File: src/rtl/rpn_stack_core.sv
// RPN calculator stack engine: register-array stack, single-cycle ALU ops
// and a sequential signed shift-add multiplier, with sticky error flags.
module rpn_stack_core #(
  parameter int DATA_W   = 8,
  parameter int DEPTH    = 8,
  parameter int SATURATE = 1
) (
  input  logic                       clk,
  input  logic                       reset,
  input  logic                       cmd_valid,
  input  logic [2:0]                 cmd_op,
  input  logic [DATA_W-1:0]          din,
  output logic                       cmd_ready,
  output logic [DATA_W-1:0]          dout,
  output logic                       dval,
  output logic [$clog2(DEPTH+1)-1:0] count,
  output logic                       busy,
  output logic [2:0]                 err
);

  localparam int CW = $clog2(DEPTH + 1);
  localparam int AW = (DEPTH > 1) ? $clog2(DEPTH) : 1;
  localparam int SW = $clog2(DATA_W);
  localparam int PW = 2 * DATA_W;

  localparam logic [DATA_W-1:0] VMAX = {1'b0, {(DATA_W-1){1'b1}}};
  localparam logic [DATA_W-1:0] VMIN = {1'b1, {(DATA_W-1){1'b0}}};

  typedef enum logic {IDLE, MUL} state_t;

  state_t state, state_nx;

  logic [DATA_W-1:0] stk [DEPTH];

  logic [PW-1:0]     acc, mcand, addend, acc_nx;
  logic [DATA_W-1:0] mplier;
  logic [SW-1:0]     step;
  logic              last;

  logic op_push, op_pop, op_add, op_mult;
  logic op_sub, op_dup, op_swap, op_clear;
  logic accept, full, empty, lt2;
  logic ovf, unf, rej;

  logic [AW-1:0]     top_i, tos_i, nos_i;
  logic [DATA_W-1:0] tos, nos;
  logic [DATA_W:0]   sum_x;
  logic              alu_ovf, mul_ovf;
  logic [DATA_W-1:0] alu_res, mul_res;

  function automatic logic [DATA_W-1:0] fit(
    input logic              o,
    input logic              neg,
    input logic [DATA_W-1:0] low
  );
    if (o && SATURATE != 0)
      return neg ? VMIN : VMAX;
    return low;
  endfunction

  assign cmd_ready = (state == IDLE);
  assign busy      = (state == MUL);
  assign accept    = cmd_valid && cmd_ready;

  assign op_push  = (cmd_op == 3'd0);
  assign op_pop   = (cmd_op == 3'd1);
  assign op_add   = (cmd_op == 3'd2);
  assign op_mult  = (cmd_op == 3'd3);
  assign op_sub   = (cmd_op == 3'd4);
  assign op_dup   = (cmd_op == 3'd5);
  assign op_swap  = (cmd_op == 3'd6);
  assign op_clear = (cmd_op == 3'd7);

  assign full  = (count == CW'(DEPTH));
  assign empty = (count == '0);
  assign lt2   = (count < CW'(2));

  assign ovf = (op_push || op_dup) && full;
  assign unf = ((op_pop || op_dup) && empty)
            || ((op_add || op_sub || op_mult || op_swap) && lt2);
  assign rej = ovf || unf;

  assign top_i = AW'(count);
  assign tos_i = AW'(count - CW'(1));
  assign nos_i = AW'(count - CW'(2));
  assign tos   = stk[tos_i];
  assign nos   = stk[nos_i];

  assign dval = !empty;
  assign dout = empty ? '0 : tos;

  // Exact result in DATA_W+1 bits; overflow when the top two bits differ
  assign sum_x = op_sub
    ? {nos[DATA_W-1], nos} - {tos[DATA_W-1], tos}
    : {nos[DATA_W-1], nos} + {tos[DATA_W-1], tos};
  assign alu_ovf = sum_x[DATA_W] != sum_x[DATA_W-1];
  assign alu_res = fit(alu_ovf, sum_x[DATA_W], sum_x[DATA_W-1:0]);

  // Multiplier MSB carries weight -2^(DATA_W-1), so its partial is subtracted
  assign last   = (step == SW'(DATA_W - 1));
  assign addend = mplier[0] ? (last ? -mcand : mcand) : '0;
  assign acc_nx = acc + addend;
  assign mul_ovf = !((&acc_nx[PW-1:DATA_W-1])
                  || (~|acc_nx[PW-1:DATA_W-1]));
  assign mul_res = fit(mul_ovf, acc_nx[PW-1], acc_nx[DATA_W-1:0]);

  always_ff @(posedge clk) begin
    if (reset) state <= IDLE;
    else       state <= state_nx;
  end

  always_comb begin
    state_nx = state;
    unique case (state)
      IDLE: if (accept && op_mult && !unf) state_nx = MUL;
      MUL:  if (last) state_nx = IDLE;
      default: state_nx = IDLE;
    endcase
  end

  always_ff @(posedge clk) begin
    if (reset) begin
      count  <= '0;
      err    <= '0;
      acc    <= '0;
      mcand  <= '0;
      mplier <= '0;
      step   <= '0;
    end else if (state == MUL) begin
      acc    <= acc_nx;
      mcand  <= mcand << 1;
      mplier <= mplier >> 1;
      step   <= step + SW'(1);
      if (last) begin
        stk[nos_i] <= mul_res;
        count      <= count - CW'(1);
        if (mul_ovf) err[2] <= 1'b1;
      end
    end else if (accept) begin
      if (op_clear) begin
        count <= '0;
        err   <= '0;
      end else if (rej) begin
        err[0] <= err[0] | ovf;
        err[1] <= err[1] | unf;
      end else begin
        unique case (1'b1)
          op_push: begin
            stk[top_i] <= din;
            count      <= count + CW'(1);
          end
          op_pop: count <= count - CW'(1);
          op_add, op_sub: begin
            stk[nos_i] <= alu_res;
            count      <= count - CW'(1);
            if (alu_ovf) err[2] <= 1'b1;
          end
          op_mult: begin
            acc    <= '0;
            mcand  <= {{DATA_W{nos[DATA_W-1]}}, nos};
            mplier <= tos;
            step   <= '0;
          end
          op_dup: begin
            stk[top_i] <= tos;
            count      <= count + CW'(1);
          end
          op_swap: begin
            stk[tos_i] <= nos;
            stk[nos_i] <= tos;
          end
          default: ;
        endcase
      end
    end
  end

endmodule
File: config.mk
export PLATFORM = sky130hd
export DESIGN_NAME = rpn_stack_core
export DESIGN_NICKNAME = d
export VERILOG_FILES = /design/src/rtl/rpn_stack_core.sv
export SDC_FILE = /design/constraint.sdc
export NUM_CORES = 1
export LEC_CHECK = 0
export ABC_AREA = 1
export CAP_MARGIN = 25
export CELL_PAD_IN_SITES_DETAIL_PLACEMENT = 0
export CELL_PAD_IN_SITES_GLOBAL_PLACEMENT = 2
export CORE_ASPECT_RATIO = 0.8
export CORE_UTILIZATION = 40
export CTS_CLUSTER_DIAMETER = 40
export DETAILED_ROUTE_END_ITERATION = 7
export DONT_BUFFER_PORTS = 1
export HOLD_SLACK_MARGIN = 0.02
export PLACE_DENSITY = 0.87
export SLEW_MARGIN = 20
export SYNTH_ARGS = -nofsm -noshare
export SYNTH_HDL_FRONTEND = slang
export SYNTH_SLANG_ARGS = --single-unit
File: constraint.sdc
create_clock -name clk -period 8.8 [get_ports clk]
set_input_delay 1.32 -clock clk [delete_from_list [all_inputs] [get_ports clk]]
set_output_delay 1.32 -clock clk [all_outputs]
set_load 0.005 [all_outputs]
# Word-level counts from Yosys, hierarchy flattened
# Memory sizes are Yosys's and may differ from the RTL's.
# Cells that the tools add are included.
# totals
memories	1
mem_bits_rw	64
wordCells	166
out_inout_bits	18
input_bits	14
reg_bits	51
# classes
n_eq_ne	15
order_cmp	1
add_sub_neg	8
reduce_logical	37
bitwise_logic	8
n_mux	86
# memory_table
name	words	width	rd	rd_ports_with_merged_regs	write_ports	line_no	source
stk	8	8	2	0	2	33	logic [DATA_W-1:0] stk [DEPTH];
# ops
op	count
$mux 16	12
$mux 8	10
$mux 1	42
$mux 7	5
$mux 3	8
$mux 4	5
$add 16x16->16	1
$neg 16->16	1
$eq 3x3->1 const B	5
$reduce_and 4->1	3
$add 8x8->9	1
$mux 9	1
$reduce_and 9->1	1
$reduce_or 9->1	1
$sub 8x8->9	1
$logic_or 1x1->1	8
$pmux 4 s2	1
$reduce_or 8->1	1
$eq 3x2->1 const B	2
$logic_and 1x1->1	6
$ne 2x2->1 const B	3
$reduce_and 6->1	1
$reduce_bool 2->1	3
$reduce_bool 3->1	2
21 further kinds	31

# Logic depth before layout (Yosys ltp)
# Gate-level depths: netlist of run 1.
# logic_depth
depth_word	16
depth_mapped	41
depth_no_buf	37

# Worst setup path after synthesis of run 1
# No wires, ideal clock.
# synth_path
path_kind	flip-flop to flip-flop
from	register count[0]
to	memory stk[0][1], data pin
t_required_ns	8.547
arrival_ns	4.513
period_less_slack_ns	4.766
setup_ns	0.253
setup_slack_ns	4.034
n_path_buf	5
path_stages_with_launch	39
path_cell_list	dfxtp_1 > buf_6 > inv_4 > buf_6 > clkbuf_1 > ha_1 > buf_4 > inv_1 > buf_4 > nor2_1 > nand2_2 > inv_1 > a221oi_1 > nand2_1 > inv_2 > ha_1 > nand3_2 > nor2_4 > [3 not listed] > nand2_1 > nor2_1 > nand2_1 > o211ai_1 > or2_1 > nand2_2 > inv_2 > nand3_2 > nand3_4 > nand2_2 > inv_2 > nand2_1 > nand2_1 > nand2_1 > nand2_2 > nand2_4 > nand2_1 > nand2_1
# synth_rtl
item	line_no	source
from (decl)	16	output logic [$clog2(DEPTH+1)-1:0] count,
from (signal assigned)	136	count <= count - CW'(1);
from (signal assigned)	150	count <= count + CW'(1);
from (signal assigned)	152	op_pop: count <= count - CW'(1);
to (decl)	33	

==> results of run 1 <==
-- critical path: cells and delay by family (launching register included) --
family / cells / cell delay, ns
AND/OR/NAND/NOR: 20 / 1.97
buffers and inverters: 7 / 1.37
adder cells (fa/ha/maj): 3 / 0.90
AO/OA/AOI/OAI: 3 / 0.58
flip-flops: 1 / 0.35
XOR/XNOR: 1 / 0.16
-- cell families after synthesis --
family | after synthesis
AND/OR/NAND/NOR | 726
AO/OA/AOI/OAI | 259
buffers and inverters | 155
flip-flops | 115
adder cells (fa/ha/maj) | 35
XOR/XNOR | 23
multiplexers | 1
-- per-layer routing --
metal  global-route usage  part of all wire  vias to the layer above
met5                    0                 0                        -
met4               0.0465            0.0072                        0
met3               0.0616             0.085                       15
met2                0.330              0.38                      300
met1                0.418              0.53                     4033
li1                     -                 -                     4331
-- power groups by stage --
stage          registers (mW)  clock network (mW)  logic, mW
2_1_floorplan           0.606                   0      0.739
3_3_place_gp            0.610                   0      0.981
3_5_place_dp            0.610                   0      0.967
4_1_cts                 0.598               0.797      0.975
5_1_grt                 0.600               0.820       1.10
6_report                0.598               0.788      0.996
-- how the worst max path moves through the flow --
stage	from	endpoint	slack (ns)	depth (start not counted)
2_1_floorplan	count[0]$_SDFFE_PP0P_	stk[0][1]$_DFFE_PP_	4.03	38
3_3_place_gp	count[0]$_SDFFE_PP0P_	stk[4][7]$_DFFE_PP_	3.30	29
3_5_place_dp	count[0]$_SDFFE_PP0P_	stk[6][5]$_DFFE_PP_	3.25	34
4_1_cts	count[0]$_SDFFE_PP0P_	stk[3][5]$_DFFE_PP_	3.21	34
5_1_grt	count[0]$_SDFFE_PP0P_	stk[1][5]$_DFFE_PP_	2.66	34
6_report	count[0]$_SDFFE_PP0P_	stk[3][5]$_DFFE_PP_	3.15	34
-- per-stage QoR --
step | std cells | power (mW) | instance area, µm²
after detailed placement | 1555 | 1.58 | 9030
after global placement | 1554 | 1.59 | 9030
after CTS | 1587 | 2.37 | 9690
final | 1589 | 2.38 | 9700
after global routing | 1589 | 2.52 | 9700
after floorplan | 1314 | 1.34 | 8860
-- registers in the layout, indices dropped and copies added (netlist names) --
name,flops
count,4
mplier,8
busy,1
step,3
err,3
stk,64
acc,16
mcand,16
-- cell usage in the layout, fill, tap and decap left out, types with 3 or more instances in the layout --
master     Yosys  routed
o21ai_1       37      37
clkbuf_16      0      17
nand3_2        4       4
nand2_1      501     501
nand3b_1       4       4
a31oi_2        5       5
nor2_2        10      10
dfxtp_1       51      49
o21a_1         4       4
o21ai_2        3       3
clkinv_4       0       5
nand2_4        7       7
a31oi_1       22      22
a21oi_1       97      97
nor2_4         4       4
o22ai_1        4       4
inv_2         23      23
nand4_1        7       7
a211oi_1       4       4
o211ai_1       9       9
o21ai_0       64      64
nand2_2       23      23
ha_1          33      33
nor3_1        12      12
buf_4          4      11
xnor2_1        5       5
clkinv_1       3       4
nand3_1       59      59
bufinv_16      0       5
xor2_1        17      17
inv_1         84      84
edfxtp_1      64      64
nor2_1        82      82
-- cell type report --
type | instances | area [µm²] | area share
clock buffers | 17 | 425 | 0.0438
clock inverters | 15 | 230 | 0.0237
inverters | 111 | 419 | 0.0432
multi-input cells | 1044 | 5250 | 0.541
flip-flops and latches | 115 | 2950 | 0.304
well taps | 275 | 344 | 0.0355
repair buffers | 12 | 90.1 | 0.00928
==> key figures, run 1 <==
Floorplan
  • Initial Util: 0.410
  • Vert. Die Dim: 135 µm
  • Die area: around 0.023 mm²
  • # rows: 48
  • Core ar.: between 0.02 and 0.025 mm²
  • Top Ports: 32
  • Chip width: 168 µm

Layout
  • Fill cells: approximately 2300
  • Final nets: around 1400
  • Diode count: 0
  • Final Util: 0.449
  • Area growth syn-to-layout: 9.49%
  • Layout cells sized above 1: 0.103

Clock network
  • TritonCTS clock tree: built
  • Worst-path clk slew: 0.06 ns
  • CTS sink cnt: around 120
  • Post-CTS Repair Setup Buffers: 0
  • Clock insertion delay at the later pin of the skew report: about 0.43 ns
  • PostCTS Resize Cnt: 0
  • Clock Tree Buf Depth: 2
  • Max H-tree Level: 4
  • CTS Hold Buffers Added: 0
  • TritonCTS Buffers: 17
  • Clk root buf: clkbuf_16

Flow run
  • Max cap viols: 0

Power
  • Internal power: 1.39 mW
  • Leakage power: about 4.2 nW
  • Logic pwr share: 0.418
  • Clock power frac: 0.331
  • VDD IR-drop max: 0.165 mV
  • Reg power frac: 0.251
  • PwrDens: around 250 mW/mm²
  • Switching part of the total: 0.416
  • P_sw: slightly below 1 mW

Place
  • I/O Buffers: 0
  • Placer Congestion: approximately 0.87
  • Detailed Place HPWL: 21400 µm
  • Post-Place Worst Slack: approximately 3.2 ns

Timing
  • Final setup margin: 3.15 ns
  • Unrepaired setup endpoints after global routing: no
  • Minimum clock period after layout: approximately 5.6 ns
  • Slew @ Worst Pin: around 1.0 ns
  • Hold WS: around 0.46 ns
  • Fmax: 177 MHz
  • Endpoints failing setup: 0
  • Final Hold Fails: 0
  • Slew HR: 0.300
  • Crit share post-route: 0.642
  • Slew Limit Fails: 0
  • Max Clock Skew: roughly 0.010 ns
  • Setup TNS: 0 ns

Detailed routing
  • WL/cell: roughly 18 µm
  • Vias per Instance: ~5.5
  • Routed wire length: 28400 µm
  • DR iter-0 viols: 883
  • DR vias: between 8000 and 9000
  • Antenna Violating Nets Remaining: 0
  • Detailed Routing Iterations Pass 1: 6
  • DR DRC count: 0

Hold path
  • Hold depth: 2
  • Min-delay src: mplier[5]$_SDFFE_PP0P_
  • HP Class: reg -> reg
  • Hold Path End: mplier[5]$_SDFFE_PP0P_

Synth
  • Simple-gate area share of the yosys netlist: 0.351
  • FF+latch count, synth: around 120
  • Largest family of logic cells by synthesized area: simple AND/OR/NAND/NOR gates
  • Ys async rst share: 0
  • Area share of fa/ha/maj cells after synthesis: 0.0511
  • Most used DFF post-synth: edfxtp_1
  • Gate count of the mapped netlist: roughly 1300
  • Synth warn: 0
  • Seq/Total Area, Yosys: 0.332
  • Commonest cells in the synthesized netlist: nand2_1 (501), a21oi_1 (97), inv_1 (84), nor2_1 (82)
  • EDFF count, synth: between 60 and 70
  • XOR/XNOR Fraction of Synth Area: 0.0236
  • Top cell type by total area after synthesis: edfxtp_1
  • Cell Area, Synth: between 0.008 and 0.009 mm²
  • Syn nets: 1363
  • Post-synthesis cell type count: 56
  • Most frequent cell after synthesis: nand2_1
  • Synth area leaders: edfxtp_1 (22%), nand2_1 (21%), dfxtp_1 (12%)
  • Multiplexer area fraction after synthesis: 0.00113
  • Complex-gate fraction of the synthesized area: 0.165
  • Synth top area share: 0.217
  • Synth Area per Inst: roughly 6.7 µm²

Outcome
  • Outcome: finished clean

Global routing
  • Total grt overflow: 0
  • First-pass GRT wire length: about 44000 µm
  • Largest net degree at the start of global routing: 85
  • Vias in the first global route: around 7500
  • Initial antenna violation count: 0
  • GRT Util Overall: 0.256

Setup path
  • CP arrival: slightly below 6 ns
  • Setup crit end kind: flip-flop
  • Critical path's slowest cell: inv_1
  • R2R cell count: 34
  • Max incr delay on CP: 0.43 ns
  • Reg2reg start: count[0]$_SDFFE_PP0P_
  • CP required: around 9.0 ns
  • Most common cell on crit path: nand2_1
  • Worst r2r dst: stk[3][5]$_DFFE_PP_
  • Worst Setup Start Kind: flip-flop
  • CP Class: reg -> reg
  • Crit Path Max Fanout: 44
  • Flop2flop setup slack: approximately 3.2 ns
Note: power is estimated with default switching activity, not from simulation.
==> run 2, diff against run 1 <==
Settings changed: CORE_UTILIZATION 40 to 33, PLACE_DENSITY 0.87 to 0.77.
Clock period 8.8 ns to 4.8 ns, I/O delays scaled along.
==> run 2 against run 1 <==
  * Setup slack lost 2.9 ns
  * Critical path depth is 3 higher
  * Via count grew 1.8%
  * Clock-buffer cell count rose by 9
  * Flip-flop and latch count is the same
  * Register-to-register slack worse by 2.9 ns
  * Non-clock buffer count increased by 41
  * Total power up 98%
  * Worst hold slack got worse by 0.096 ns
  * Sequential power up 82%
==> key figures, run 2 (synthesis results as in run 1) <==
Detailed routing
  • DR DRC count: 0 (unchanged)
  • Detailed Routing Iterations Pass 1: 5 (-1)
  • DR vias: 8835 (+1.8%)
  • Vias per Instance: 5.15 (-5.6%)
  • Routed wire length: 31000 µm (+9.0%)
  • WL/cell: 18.1 µm (+1.0%)
  • Antenna Violating Nets Remaining: 0 (unchanged)
  • DR iter-0 viols: 774 (-12%)

Layout
  • Most common cell after layout, fill and taps aside: nand2_1
  • Multi-input logic area: 0.00543 mm² (+3.5%)
  • Layout cells sized above 1: 0.148 (+0.0455)
  • Fill cells: 2847 (+26%)
  • Design Area, Final: 0.0103 mm² (+6.0%)
  • Area growth syn-to-layout: 16.0%
  • Commonest non-fill, non-tap cells in the layout: nand2_1 (492), a21oi_1 (95), inv_1 (84)
  • Largest Register: stk
  • Largest register FFs: 64 (unchanged)
  • Reg area: 0.00295 mm² (about the same)
  • Top flop regs: stk (64), acc (16), mcand (16)
  • Post-Layout Cell Count: 1714 (+7.9%)
  • Final nets: 1392 (+3.1%)

Hold path
  • HP Class: in -> reg
  • Min-delay src: reset

Timing
  • Fmax: 219 MHz (+24%)
  • Max Clock Skew: 0.0122 ns (+0.00192 ns)
  • Slew @ Worst Pin: 0.785 ns (-0.257 ns)
  • Slew HR: 0.476 (+0.176)
  • Final Hold Fails: 0 (unchanged)
  • Slew Limit Fails: 0 (unchanged)
  • Endpoints failing setup: 0 (unchanged)
  • Crit share post-route: 0.950 (+0.309)
  • Minimum clock period after layout: 4.56 ns (-1.08 ns)

Place
  • Placed Cells: 1672 (+7.5%)
  • I/O Buffers: 0 (unchanged)
  • DP Area: 0.00941 mm² (+4.2%)
  • Placer Congestion: 0.846 (-2.8%)
  • Detailed Place HPWL: 23500 µm (+10%)

Floorplan
  • Top Ports: 32 (unchanged)
  • Chip width: 185 µm (+10%)
  • Vert. Die Dim: 149 µm (+9.9%)
  • Initial Util: 0.337 (-0.0733)
  • Core ar.: 0.0263 mm² (+22%)
  • Die area: 0.0275 mm² (+21%)
  • # rows: 53 (+10%)

Setup path
  • Stages on the worst setup path: 37 (+8.8%)
  • Max incr delay on CP: 0.32 ns (-0.11 ns)
  • Largest delay share family, worst path: simple AND/OR/NAND/NOR gates
  • Worst Setup Start Kind: flip-flop
  • R2R cell count: 37 (+8.8%)
  • CP arrival: 4.74 ns (-1.08 ns)
  • Most common cell on crit path: nand2_1
  • Flop2flop setup slack: 0.24 ns (-2.92 ns)
  • Crit Path Max Fanout: 8 (-82%)
  • Crit path to: stk[0][0]$_DFFE_PP_
  • CP Class: reg -> reg
  • Worst r2r dst: stk[0][0]$_DFFE_PP_
  • Reg2reg start: count[1]$_SDFFE_PP0P_
  • Critical path's slowest cell: ha_1
  • CP required: 4.98 ns (-3.99 ns)
  • Setup crit end kind: flip-flop
  • Buf+Inv Stages, Crit Path: 7 (unchanged)
  • Worst Setup SP: count[1]$_SDFFE_PP0P_

Clock network
  • Worst-path clk slew: 0.06 ns (about the same)
  • CTS Hold Buffers Added: 0 (unchanged)
  • TritonCTS Buffers: 17 (unchanged)
  • Max H-tree Level: 4 (unchanged)
  • Clock insertion delay at the later pin of the skew report: 0.43 ns (about the same)
  • Clk root buf: clkbuf_16
  • CTS sink cnt: 115 (unchanged)
  • TritonCTS clock tree: built
  • Clock Tree Buf Depth: 2 (unchanged)

Power
  • Leakage power: 4.44 nW (+5.6%)
  • VDD IR-drop max: 0.364 mV (+120%)
  • PwrDens: 458 mW/mm² (+86%)

Global routing
  • Largest net degree at the start of global routing: 89 (+4.7%)
  • Vias in the first global route: 7914 (+5.8%)
  • Total grt overflow: 0 (unchanged)
  • Initial antenna violation count: 2 (+2)
  • GRT Util Overall: 0.230 (-0.0258)
  • First-pass GRT wire length: 47300 µm (+7.2%)

Flow run
  • Max cap viols: 0 (unchanged)

Outcome
  • Outcome: finished clean
run 2: worst min path at each step:
stage,to,slack [ns],depth (start not counted)
after floorplan,step[1]$_SDFFE_PP0P_,0.44,2
after global placement,step[1]$_SDFFE_PP0P_,0.45,2
after detailed placement,mplier[5]$_SDFFE_PP0P_,0.45,2
after CTS,mcand[12]$_SDFFE_PP0P_,0.34,1
after global routing,mplier[5]$_SDFFE_PP0P_,0.34,1
final,step[1]$_SDFFE_PP0P_,0.37,1
run 2: per-stage QoR:
stage	power, mW	hold slack (ns)	TNS, ns	util	setup WS [ns]
after floorplan	2.47	0.444	0	-	0.0338
after global placement	3.07	0.446	0	0.357	0.156
after detailed placement	3.08	0.449	0	0.357	0.0819
after CTS	4.38	0.344	0	0.380	0.0703
after global routing	4.97	0.343	-2.08	0.391	-0.0705
final	4.71	0.366	0	0.391	0.238
run 2: power breakdown:
group	internal [mW]	leakage (nW)	switching (mW)
Combinational	0.847	3.14	1.46
Clock	0.806	0.297	0.494
Sequential	1.07	1.01	0.0214
Total	2.73	4.44	1.98
run 2: area by class of cell:
cell class                      count  share of cell area
Tap cell                          357              0.0434
Multi-Input combinational cell   1045               0.528
Inverter                          111              0.0417
Clock buffer                       26              0.0547
Antenna cell                        1            0.000243
Timing Repair Buffer               53              0.0415
Sequential cell                   115               0.287
Clock inverter                      6             0.00353
run 2: what timing repair did:
item / CTS / global route
gates resized for setup: 0 / 50
setup endpoints to repair: 0 / 65
setup buffers: 0 / 8
run 2: routing by layer:
| layer | global-route usage | vias to the layer above | wire length, µm | part of all wire |
|---|---|---|---|---|
| li1 | - | 4418 | - | - |
| met4 | 0.0450 | 2 | 247 | 0.0080 |
| met3 | 0.0485 | 22 | 2080 | 0.067 |
| met2 | 0.294 | 222 | 11600 | 0.38 |
| met5 | 0 | - | 11 | 0.00035 |
| met1 | 0.381 | 4171 | 17000 | 0.55 |
==> run 3, diff against run 2 <==
Settings changed: ABC_AREA 1 to unset, CORE_UTILIZATION 33 to 38, PLACE_DENSITY 0.77 to 0.78, SKIP_CTS_REPAIR_TIMING set to 1.
==> run 3 against run 2 <==
  * Routed wire length fell by 5.6%
  * Synthesized cell count down 28%
  * Design area grew 5.5%
  * Fmax decreased by 4.2%
  * Critical endpoint is now stk[1][1]$_DFFE_PP_
  * Clock skew about the same
  * Total power rose by 2.9%
  * Utilization rose by 9.0 points
  * Synthesized area down 1.1%
  * Die area fell by 14%
  * Critical path type unchanged
  * Setup slack got worse by 0.20 ns
  * Sequential power hardly changed
  * Non-clock buffer count grew 53
==> key figures, run 3 <==
Synth
  • EDFF count, synth: 64 (unchanged)
  • Ys async rst share: 0 (unchanged)
  • Most used DFF post-synth: edfxtp_1
  • Synth warn: 0 (unchanged)
  • Gate count of the mapped netlist: 940 (-28%)
  • Syn nets: 989 (-27%)
  • Seq/Total Area, Yosys: 0.336 (+0.00365)
  • FF+latch count, synth: 115 (unchanged)
  • Top cell type by total area after synthesis: edfxtp_1
  • Synth area leaders: edfxtp_1 (22%), dfxtp_1 (12%), mux2i_1 (8.2%)
  • Cell Area, Synth: 0.00877 mm² (-1.1%)
  • Post-synthesis cell type count: 81 (+45%)
  • Commonest cells in the synthesized netlist: nor2_1 (112), nand2_1 (92), mux2i_1 (72), edfxtp_1 (64), a21oi_1 (58)
  • Synth top area share: 0.219 (+0.00238)
  • Most frequent cell after synthesis: nor2_1
  • Synth Area per Inst: 9.33 µm² (+38%)

Outcome
  • Outcome: finished clean

Timing
  • Unrepaired setup endpoints after global routing: yes
  • Final setup margin: 0.0364 ns (-0.201 ns)
  • Final Hold Fails: 0 (unchanged)
  • Setup TNS: 0 ns (unchanged)
  • Crit share post-route: 0.992 (+0.0420)
  • Slew HR: 0.272 (-0.204)
  • Fmax: 210 MHz (-4.2%)
  • Slew Limit Fails: 0 (unchanged)
  • Endpoints failing setup: 0 (unchanged)
  • Slew @ Worst Pin: 1.08 ns (+0.296 ns)
  • Max Clock Skew: 0.0120 ns (-0.000257 ns)
  • Minimum clock period after layout: 4.76 ns (+0.201 ns)

Setup path
  • Buf+Inv Stages, Crit Path: 5 (-2)
  • Max incr delay on CP: 0.52 ns (+0.20 ns)
  • CP required: 4.98 ns (about the same)
  • R2R cell count: 22 (-41%)
  • Crit Path Max Fanout: 8 (unchanged)
  • Worst path cell trace: clkinvlp_4 -> ha_4 -> xor2_4 -> buf_12 -> mux4_2 -> mux2i_4 -> buf_6 -> nand3_2 -> nor2_4 -> nor2_1 -> xnor2_1 -> ha_2 -> and3_1 -> a21oi_2 -> a31oi_2 -> xnor2_2 -> buf_4 -> xnor2_4 -> maj3_1 -> a221oi_4 -> buf_6 -> nor2_1
  • CP Class: reg -> reg
  • Largest delay share family, worst path: adder cells
  • Critical path's slowest cell: mux4_2
  • Stages on the worst setup path: 22 (-41%)
  • Worst Setup Start Kind: flip-flop
  • CP arrival: 4.95 ns (+0.21 ns)
  • Setup crit end kind: flip-flop

Layout
  • Fill cells: 2141 (-25%)
  • Largest Register: stk
  • Top flop regs: stk (64), acc (16), mcand (16)
  • Area growth syn-to-layout: 23.8%
  • Final nets: 1058 (-24%)
  • Commonest non-fill, non-tap cells in the layout: nor2_1 (102), nand2_1 (92), buf_4 (87)
  • Final Util: 0.481 (+0.0903)
  • Most common cell after layout, fill and taps aside: nor2_1
  • Layout cells sized above 1: 0.250 (+0.102)
  • Largest register FFs: 64 (unchanged)
  • Diode count: 0 (-1)

Place
  • Detailed Place HPWL: 20800 µm (-12%)
  • Placer Congestion: 0.821 (-2.9%)
  • I/O Buffers: 0 (unchanged)
  • Post-Place Worst Slack: -0.403 ns (-0.485 ns)

Detailed routing
  • WL/cell: 22.0 µm (+22%)
  • DR DRC count: 0 (unchanged)
  • DR top layer: met4
  • Metal1 wirelength: 14700 µm (-14%)
  • DR iter-0 viols: 944 (+22%)
  • Antenna Violating Nets Remaining: 0 (unchanged)
  • DR vias: 7836 (-11%)
  • WL met3: 2310 µm (+11%)
  • Vias per Instance: 5.90 (+14%)
  • Routed met2 length: 11900 µm (+2.3%)
  • Routed wire length: 29300 µm (-5.6%)
  • Detailed Routing Iterations Pass 1: 5 (unchanged)

Floorplan
  • Chip width: 172 µm (-7.2%)
  • Core ar.: 0.0226 mm² (-14%)
  • # rows: 49 (-7.5%)
  • Vert. Die Dim: 138 µm (-7.2%)
  • Top Ports: 32 (unchanged)
  • Initial Util: 0.389 (+0.0519)
  • Die area: 0.0237 mm² (-14%)

Clock network
  • Clock Tree Buf Depth: 2 (unchanged)
  • CTS sink cnt: 115 (unchanged)
  • TritonCTS Buffers: 17 (unchanged)
  • Max H-tree Level: 4 (unchanged)
  • Worst-path clk slew: 0.06 ns (about the same)
  • TritonCTS clock tree: built
  • Clk root buf: clkbuf_16
  • Clock insertion delay at the later pin of the skew report: 0.43 ns (about the same)

Power
  • VDD IR-drop max: 0.464 mV (+27%)
  • Total power: 4.84 mW (+2.9%)
  • Leakage power: 4.57 nW (+3.0%)
  • PwrDens: 446 mW/mm² (-2.5%)

Global routing
  • Total grt overflow: 0 (unchanged)
  • Largest net degree at the start of global routing: 52 (-42%)
  • GRT Util Overall: 0.252 (+0.0218)
  • Vias in the first global route: 7287 (-7.9%)
  • First-pass GRT wire length: 43900 µm (-7.1%)
  • Initial antenna violation count: 0 (-2)

Hold path
  • HP Class: in -> reg
  • Hold depth: 1 (unchanged)

Flow run
  • Max cap viols: 0 (unchanged)
run 3: cell count changes after synthesis, moves of 22 or more:
cell      change
a21oi_1      -39
o21ai_0      -31
nand3_1      -47
inv_1        -59
mux4_2       +24
nor2_1       +30
inv_2        -22
o21ai_1      -35
clkbuf_1     +25
xnor2_1      +23
nand2_2      -23
nand2_1     -409
mux2i_1      +71
run 3: through the flow:
| step | hold WS, ns | instances | area [µm²] |
|---|---|---|---|
| after floorplan | 0.432 | 940 | 8920 |
| after global placement | 0.447 | 1276 | 9710 |
| after detailed placement | 0.453 | 1276 | 9710 |
| after CTS | 0.340 | 1308 | 10300 |
| after global routing | 0.338 | 1328 | 10900 |
| final | 0.364 | 1328 | 10900 |
run 3: path summary, 6_finish.rpt:
| check | startpoint | endpoint | slack [ns] |
|---|---|---|---|
| max | count[1]$_SDFFE_PP0P_ | stk[1][1]$_DFFE_PP_ | 0.04 |
| min | reset | step[0]$_SDFFE_PP0P_ | 0.36 |
| max reg2reg | count[1]$_SDFFE_PP0P_ | stk[1][1]$_DFFE_PP_ | 0.04 |
| min reg2reg | mplier[3]$_SDFFE_PP0P_ | mplier[3]$_SDFFE_PP0P_ | 0.47 |
run 3: cell type report:
type / instances / area [µm²] / share of cell area
Clock inverter: 15 / 171 / 0.0158
Clock buffer: 17 / 425 / 0.0392
Inverter: 28 / 109 / 0.0100
Timing Repair Buffer: 106 / 923 / 0.0851
Tap cell: 306 / 383 / 0.0353
Multi-Input combinational cell: 741 / 5890 / 0.543
Sequential cell: 115 / 2950 / 0.272
run 3: cell families after synthesis:
| family | count (synthesis) | share of synthesized area |
|---|---|---|
| and+or+nand+nor | 336 | 0.190 |
| DFF | 115 | 0.336 |
| muxes | 98 | 0.146 |
| buffers and inverters | 84 | 0.0374 |
| AOI/OAI and AO/OA | 229 | 0.189 |
| xor gates and xnor gates | 41 | 0.0478 |
| adders and majority gates | 37 | 0.0539 |
run 3: worst reg2reg max path: cells and delay by family (launching register included):
| family | cells | cell delay (ns) |
|---|---|---|
| multiplexers | 2 | 0.74 |
| AO/OA/AOI/OAI | 3 | 0.54 |
| adder cells (fa/ha/maj) | 3 | 0.93 |
| XOR/XNOR | 4 | 0.64 |
| buffers and inverters | 5 | 0.76 |
| AND/OR/NAND/NOR | 5 | 0.56 |
| flip-flops | 1 | 0.35 |
run 3: report_power, final:
group,total (mW),internal [mW],switching [mW]
sequential,1.11,1.08,0.0233
combinational,2.42,1.08,1.34
clock,1.31,0.779,0.534
total,4.84,2.94,1.90
run 3: metal layers:
layer,vias to the layer above,track usage
li1,3683,-
met1,3834,0.393
met2,294,0.346
met3,25,0.0522
met4,0,0.0644
met5,-,0
